==> src/rtl/add_mux_pkg.sv <==
// Opcode definitions shared by the add_mux_slice ALU datapath.
package add_mux_pkg;

  localparam logic [2:0] OP_ADD = 3'b000;
  localparam logic [2:0] OP_SUB = 3'b001;
  localparam logic [2:0] OP_XOR = 3'b010;
  localparam logic [2:0] OP_SLT = 3'b011;
  localparam logic [2:0] OP_MUL = 3'b100;

  // Opcodes whose result comes from the ripple adder and therefore report a carry.
  function automatic logic uses_carry(input logic [2:0] op);
    return (op == OP_ADD) || (op == OP_SUB) || (op == OP_SLT);
  endfunction

endpackage

==> src/rtl/add_1bit.sv <==
// Purely combinational full-adder slice used in the ripple chain.
module add_1bit (
  output logic sum,
  output logic cout,
  input  logic a,
  input  logic b,
  input  logic cin
);

  assign sum  = a ^ b ^ cin;
  assign cout = (a & b) | (a & cin) | (b & cin);

endmodule

==> src/rtl/add_mux_slice.sv <==
// Registered WIDTH-bit ALU core: ripple adder of add_1bit slices plus a result selector.
// Optional macro ADD_MUX_SLICE_OVF_EN enables the overflow output and the SLT overflow correction.
module add_mux_slice
  import add_mux_pkg::*;
#(
  parameter int WIDTH = 32
) (
  input  logic             clk,
  input  logic             rst_n,
  input  logic             in_valid,
  input  logic [WIDTH-1:0] a,
  input  logic [WIDTH-1:0] b,
  input  logic             cin,
  input  logic [2:0]       cntrl,
  output logic [WIDTH-1:0] out,
  output logic             cout,
  output logic             ovf,
  output logic             zero,
  output logic             out_valid
);

  // Valid-only stream: a result is produced one cycle after every in_valid
  // beat; there is no ready, so the consumer must accept every out_valid beat.

  logic [WIDTH-1:0] bin;
  logic [WIDTH-1:0] sum;
  logic [WIDTH:0]   c;
  logic [WIDTH-1:0] res;
  logic             slt_bit;
  logic             cout_d;

  assign bin  = b ^ {WIDTH{cntrl[0]}};
  assign c[0] = (cntrl == OP_ADD) ? cin : 1'b1;

  for (genvar i = 0; i < WIDTH; i++) begin : g_chain
    add_1bit u_slice (
      .sum  (sum[i]),
      .cout (c[i+1]),
      .a    (a[i]),
      .b    (bin[i]),
      .cin  (c[i])
    );
  end

`ifdef ADD_MUX_SLICE_OVF_EN
  logic ovf_raw;
  logic ovf_d;
  logic ovf_q;

  assign ovf_raw = c[WIDTH] ^ c[WIDTH-1];
  assign slt_bit = sum[WIDTH-1] ^ ovf_raw;
  assign ovf_d   = ((cntrl == OP_ADD) || (cntrl == OP_SUB)) ? ovf_raw : 1'b0;

  always_ff @(posedge clk) begin
    if (!rst_n) begin
      ovf_q <= 1'b0;
    end else if (in_valid) begin
      ovf_q <= ovf_d;
    end
  end

  assign ovf = ovf_q;
`else
  // Uncorrected sign of A-B: only meaningful when the subtraction does not overflow.
  assign slt_bit = sum[WIDTH-1];
  assign ovf     = 1'b0;
`endif

  always_comb begin
    res = '0;
    case (cntrl)
      OP_ADD,
      OP_SUB:  res = sum;
      OP_XOR:  res = a ^ b;
      OP_SLT:  res[0] = slt_bit;
      OP_MUL:  res = a & b;
      default: res = '0;
    endcase
  end

  assign cout_d = uses_carry(cntrl) ? c[WIDTH] : 1'b0;

  always_ff @(posedge clk) begin
    if (!rst_n) begin
      out       <= '0;
      cout      <= 1'b0;
      zero      <= 1'b0;
      out_valid <= 1'b0;
    end else begin
      out_valid <= in_valid;
      if (in_valid) begin
        out  <= res;
        cout <= cout_d;
        zero <= (res == '0);
      end
    end
  end

endmodule

==> config.mk <==
export PLATFORM = sky130hd
export DESIGN_NAME = add_mux_slice
export DESIGN_NICKNAME = d
export VERILOG_FILES = /design/src/rtl/add_mux_pkg.sv /design/src/rtl/add_1bit.sv /design/src/rtl/add_mux_slice.sv
export SDC_FILE = /design/constraint.sdc
export NUM_CORES = 1
export LEC_CHECK = 0
export BUFFER_PORTS_ARGS = -buffer_cell sky130_fd_sc_hd__buf_2
export CORE_UTILIZATION = 55
export DETAILED_ROUTE_END_ITERATION = 6
export PLACE_DENSITY = 0.84
export SLEW_MARGIN = 20
export SYNTH_ARGS = -nofsm -noshare
export SYNTH_HDL_FRONTEND = slang
export SYNTH_SLANG_ARGS = --single-unit
==> constraint.sdc <==
create_clock -name clk -period 49.9 [get_ports clk]
set_clock_uncertainty 0.15 [all_clocks]
set_input_delay 14.97 -clock clk [delete_from_list [all_inputs] [get_ports clk]]
set_output_delay 14.97 -clock clk [all_outputs]
set_load 0.01 [all_outputs]
==> metrics.txt <==
# TYPE chip_impl_metric gauge
chip_impl_metric{name="timing.final.setup_violations",unit=""} 0
chip_impl_metric{name="ctsResizeCount",unit=""} 0
chip_impl_metric{name="grt_pass1_vias",unit=""} 2901
chip_impl_info{name="timing.critical_path.mode_cell",value="sky130_fd_sc_hd__fa_1"} 1
chip_impl_metric{name="worstMarginPinSlew",unit="ns"} 1.07
chip_impl_metric{name="netlist_cell_types",unit=""} 38
chip_impl_metric{name="antenna-diode-count",unit=""} 0
chip_impl_metric{name="power.static_leakage",unit="nW"} 1.80
chip_impl_metric{name="drc",unit=""} 0
chip_impl_metric{name="setup_total_negative_slack",unit="ns"} 0
chip_impl_metric{name="avgSynthCellArea",unit="µm²"} 9.77
chip_impl_metric{name="cts_setup_buffers",unit=""} 0
chip_impl_info{name="result_of_the_run",value="complete, no violations"} 1
chip_impl_metric{name="cap_viol_max_count",unit=""} 0
chip_impl_metric{name="design.portCount",unit=""} 107
chip_impl_metric{name="synth_sequential_area_ratio",unit=""} 0.206
chip_impl_metric{name="p_total",unit="mW"} 0.0938
chip_impl_metric{name="final_period_minus_worst_setup_slack",unit="ns"} 30.68
chip_impl_metric{name="design.core.area",unit="µm²"} 5960
chip_impl_metric{name="dp.final_hpwl",unit="mm"} 6.79
chip_impl_metric{name="max_stage_delay",unit="ns"} 0.60
chip_impl_metric{name="post_cts_hold_buffer_count",unit=""} 0
chip_impl_metric{name="grt_max_degree",unit=""} 67
chip_impl_info{name="mostFrequentLayoutCell",value="sky130_fd_sc_hd__buf_2"} 1
chip_impl_metric{name="ys_seq_elements",unit=""} 35
chip_impl_metric{name="num-nets-final",unit=""} 565
chip_impl_info{name="slowest_stage",value="sky130_fd_sc_hd__buf_4"} 1
chip_impl_info{name="setup.worst_path.class",value="in2reg"} 1
chip_impl_info{name="crit_path_end_kind",value="flip-flop"} 1
chip_impl_metric{name="timing.reg2reg.setup_slack",unit="ns"} 49.01
chip_impl_metric{name="grt.total_usage",unit=""} 0.273
chip_impl_metric{name="ir_worst_vdd",unit="µV"} 22.7
chip_impl_metric{name="timing.fmax",unit="MHz"} 32.6
chip_impl_metric{name="drt_pre_antenna_iters",unit=""} 4
chip_impl_info{name="r2r_start",value="out[1]$_SDFFE_PN0P_"} 1
chip_impl_metric{name="drtAntennaViolNets",unit=""} 0
chip_impl_metric{name="post_route_cells_drive_above_1_share",unit=""} 0.281
chip_impl_metric{name="chipHeight",unit="µm"} 80.7
chip_impl_metric{name="worst_r2r_path_depth",unit=""} 2
chip_impl_info{name="start_kind",value="input pin"} 1
chip_impl_info{name="hold_class",value="reg2reg"} 1
chip_impl_metric{name="max-clock-path-buffers",unit=""} 2
chip_impl_metric{name="worstSkewPairLatency",unit="ns"} 0.29
chip_impl_metric{name="worstPathRequired",unit="ns"} 49.95
chip_impl_metric{name="syn2layout_area_growth",unit="%"} 17.7
chip_impl_metric{name="grt_first_pass_wirelength",unit="mm"} 13.4
chip_impl_metric{name="syn-cell-area",unit="µm²"} 3410
chip_impl_metric{name="fp.dieArea",unit="µm²"} 6520
chip_impl_metric{name="cellPowerDensity",unit="nW/µm²"} 23.4
chip_impl_metric{name="max-slew-margin-rel",unit=""} 0.284
chip_impl_metric{name="first_drt_iteration_drcs",unit=""} 182
chip_impl_metric{name="crit_path_dat",unit="ns"} 30.73
chip_impl_metric{name="numPortBuffers",unit=""} 105
chip_impl_info{name="worstSetupStartpoint",value="cntrl[0]"} 1
chip_impl_metric{name="count_of_warnings_emitted_by_yosys",unit=""} 0
chip_impl_metric{name="htree_num_levels",unit=""} 2
chip_impl_metric{name="synth.net_count",unit=""} 484
chip_impl_metric{name="final_min_period_over_clock_period",unit=""} 0.615
chip_impl_metric{name="grt_antenna_before_repair",unit=""} 0
chip_impl_metric{name="overflow",unit=""} 0
chip_impl_metric{name="tritoncts.num_buffers",unit=""} 5
chip_impl_metric{name="final-max-slew-violation-count",unit=""} 0
chip_impl_metric{name="detailroute.via_count",unit=""} 2973
chip_impl_metric{name="finalWirelength",unit="mm"} 8.52
chip_impl_metric{name="cp_max_fo",unit=""} 54
chip_impl_metric{name="gp_congestion",unit=""} 0.889
chip_impl_metric{name="floorplan.initialDensity",unit=""} 0.572
chip_impl_metric{name="route.detailed.wl_per_inst",unit="µm"} 16.8
chip_impl_metric{name="tritoncts_num_sinks",unit=""} 35
chip_impl_metric{name="postSynthCellCount",unit=""} 349
chip_impl_metric{name="final.hold.worst_slack",unit="ns"} 0.333
chip_impl_info{name="most-common-layout-cells",value="sky130_fd_sc_hd__buf_2, sky130_fd_sc_hd__nor2_1, sky130_fd_sc_hd__dfxtp_1"} 1
chip_impl_info{name="root_buffer",value="sky130_fd_sc_hd__clkbuf_8"} 1
chip_impl_info{name="r2r-end",value="out[1]$_SDFFE_PN0P_"} 1
chip_impl_metric{name="final-hold-violation-count",unit=""} 0
chip_impl_metric{name="clk_transition_reported_paths",unit="ns"} 0.07
chip_impl_metric{name="floorplan.die.width",unit="µm"} 80.7
chip_impl_info{name="rsz_0062_raised_after_global_routing",value="false"} 1
chip_impl_info{name="critPathCapture",value="zero$_SDFFE_PN0P_"} 1
chip_impl_info{name="tritoncts",value="yes"} 1
chip_impl_metric{name="rows",unit=""} 28
chip_impl_metric{name="vias_per_cell",unit=""} 5.88
where the power goes:
part | total (mW) | switching (mW) | internal, mW | leakage (nW)
Clock | 0.0262 | 0.0100 | 0.0162 | 0.0612
Combinational | 0.0366 | 0.0206 | 0.0160 | 1.45
Sequential | 0.0310 | 0.00101 | 0.0300 | 0.289
worst max-delay path: cells and delay by family:
kind / cells / cell delay [ns]
and+or+nand+nor: 3 / 0.57
adders and majority gates: 31 / 13.26
AOI/OAI and AO/OA: 2 / 0.66
xor gates and xnor gates: 1 / 0.17
buffers and inverters: 4 / 1.06
layer usage:
metal	vias up	share of wire	track usage
li1	1446	-	-
met1	1397	0.44	0.371
met2	112	0.47	0.435
met3	18	0.069	0.0337
met4	0	0.024	0.123
met5	-	0	0
metrics by stage:
stage,util,std cells,worst slack [ns],instance area (µm²)
global route,0.674,506,18.61,4010
global placement,0.653,498,19.18,3890
CTS,0.672,506,19.16,4000
finish,0.674,506,19.22,4010
detailed placement,0.653,498,18.87,3890
floorplan,-,349,19.28,3410
final cells by class:
| class | instances | area [µm²] |
|---|---|---|
| Clock buffer | 6 | 82.6 |
| Clock inverter | 2 | 35.0 |
| Fill cell | 527 | 1940 |
| Inverter | 6 | 22.5 |
| Multi-Input combinational cell | 275 | 2540 |
| Sequential cell | 35 | 701 |
| Tap cell | 75 | 93.8 |
| Timing Repair Buffer | 107 | 541 |
state kept, by name (all words and copies together), names as in the netlist:
| register | flops |
|---|---|
| zero | 1 |
| out | 32 |
| cout | 1 |
| out_valid | 1 |
Yosys cell counts (all sizes together):
| cell type | instances | area share |
|---|---|---|
| nor2 | 40 | 0.044 |
| dfxtp | 35 | 0.21 |
| a211oi | 32 | 0.070 |
| fa | 32 | 0.19 |
| ha | 32 | 0.12 |
| xor2 | 30 | 0.077 |
| clkbuf | 20 | 0.022 |
| a22oi | 16 | 0.035 |
| nor4bb | 15 | 0.044 |
| and2 | 14 | 0.026 |
| buf | 13 | 0.025 |
| a221oi | 12 | 0.031 |
| a2bb2oi | 7 | 0.018 |
| nand4 | 7 | 0.013 |
| a21oi | 6 | 0.0088 |
| inv | 6 | 0.0066 |
| nand2 | 5 | 0.0055 |
| and4bb | 4 | 0.015 |
| o21ai | 4 | 0.0059 |
| mux2i | 2 | 0.0059 |
| nand2b | 2 | 0.0037 |
| nor2b | 2 | 0.0037 |
| nor4 | 2 | 0.0037 |
| xnor2 | 2 | 0.0051 |
| a31oi | 1 | 0.0018 |
| conb | 1 | 0.0011 |
| nand4b | 1 | 0.0026 |
| nor3 | 1 | 0.0015 |
| o2111a | 1 | 0.0033 |
| o211ai | 1 | 0.0022 |
| o221a | 1 | 0.0033 |
| o32ai | 1 | 0.0026 |
| or4 | 1 | 0.0022 |
kinds of logic after synthesis:
kind of cell    synth area share
flops                      0.206
fa+ha+maj                  0.305
compound gates             0.182
other cells              0.00110
mux                      0.00587
buf+inv                   0.0536
xor+xnor                  0.0822
simple gates               0.164
worst min path at each step:
stage / from / end / depth (start not counted)
floorplan: cout$_SDFFE_PN0P_ / cout$_SDFFE_PN0P_ / 2
global placement: cout$_SDFFE_PN0P_ / cout$_SDFFE_PN0P_ / 2
detailed placement: out[23]$_SDFFE_PN0P_ / out[23]$_SDFFE_PN0P_ / 2
CTS: out[23]$_SDFFE_PN0P_ / out[23]$_SDFFE_PN0P_ / 2
global route: out[18]$_SDFFE_PN0P_ / out[18]$_SDFFE_PN0P_ / 2
finish: out[23]$_SDFFE_PN0P_ / out[23]$_SDFFE_PN0P_ / 2
(Power assumes the default switching activity.)
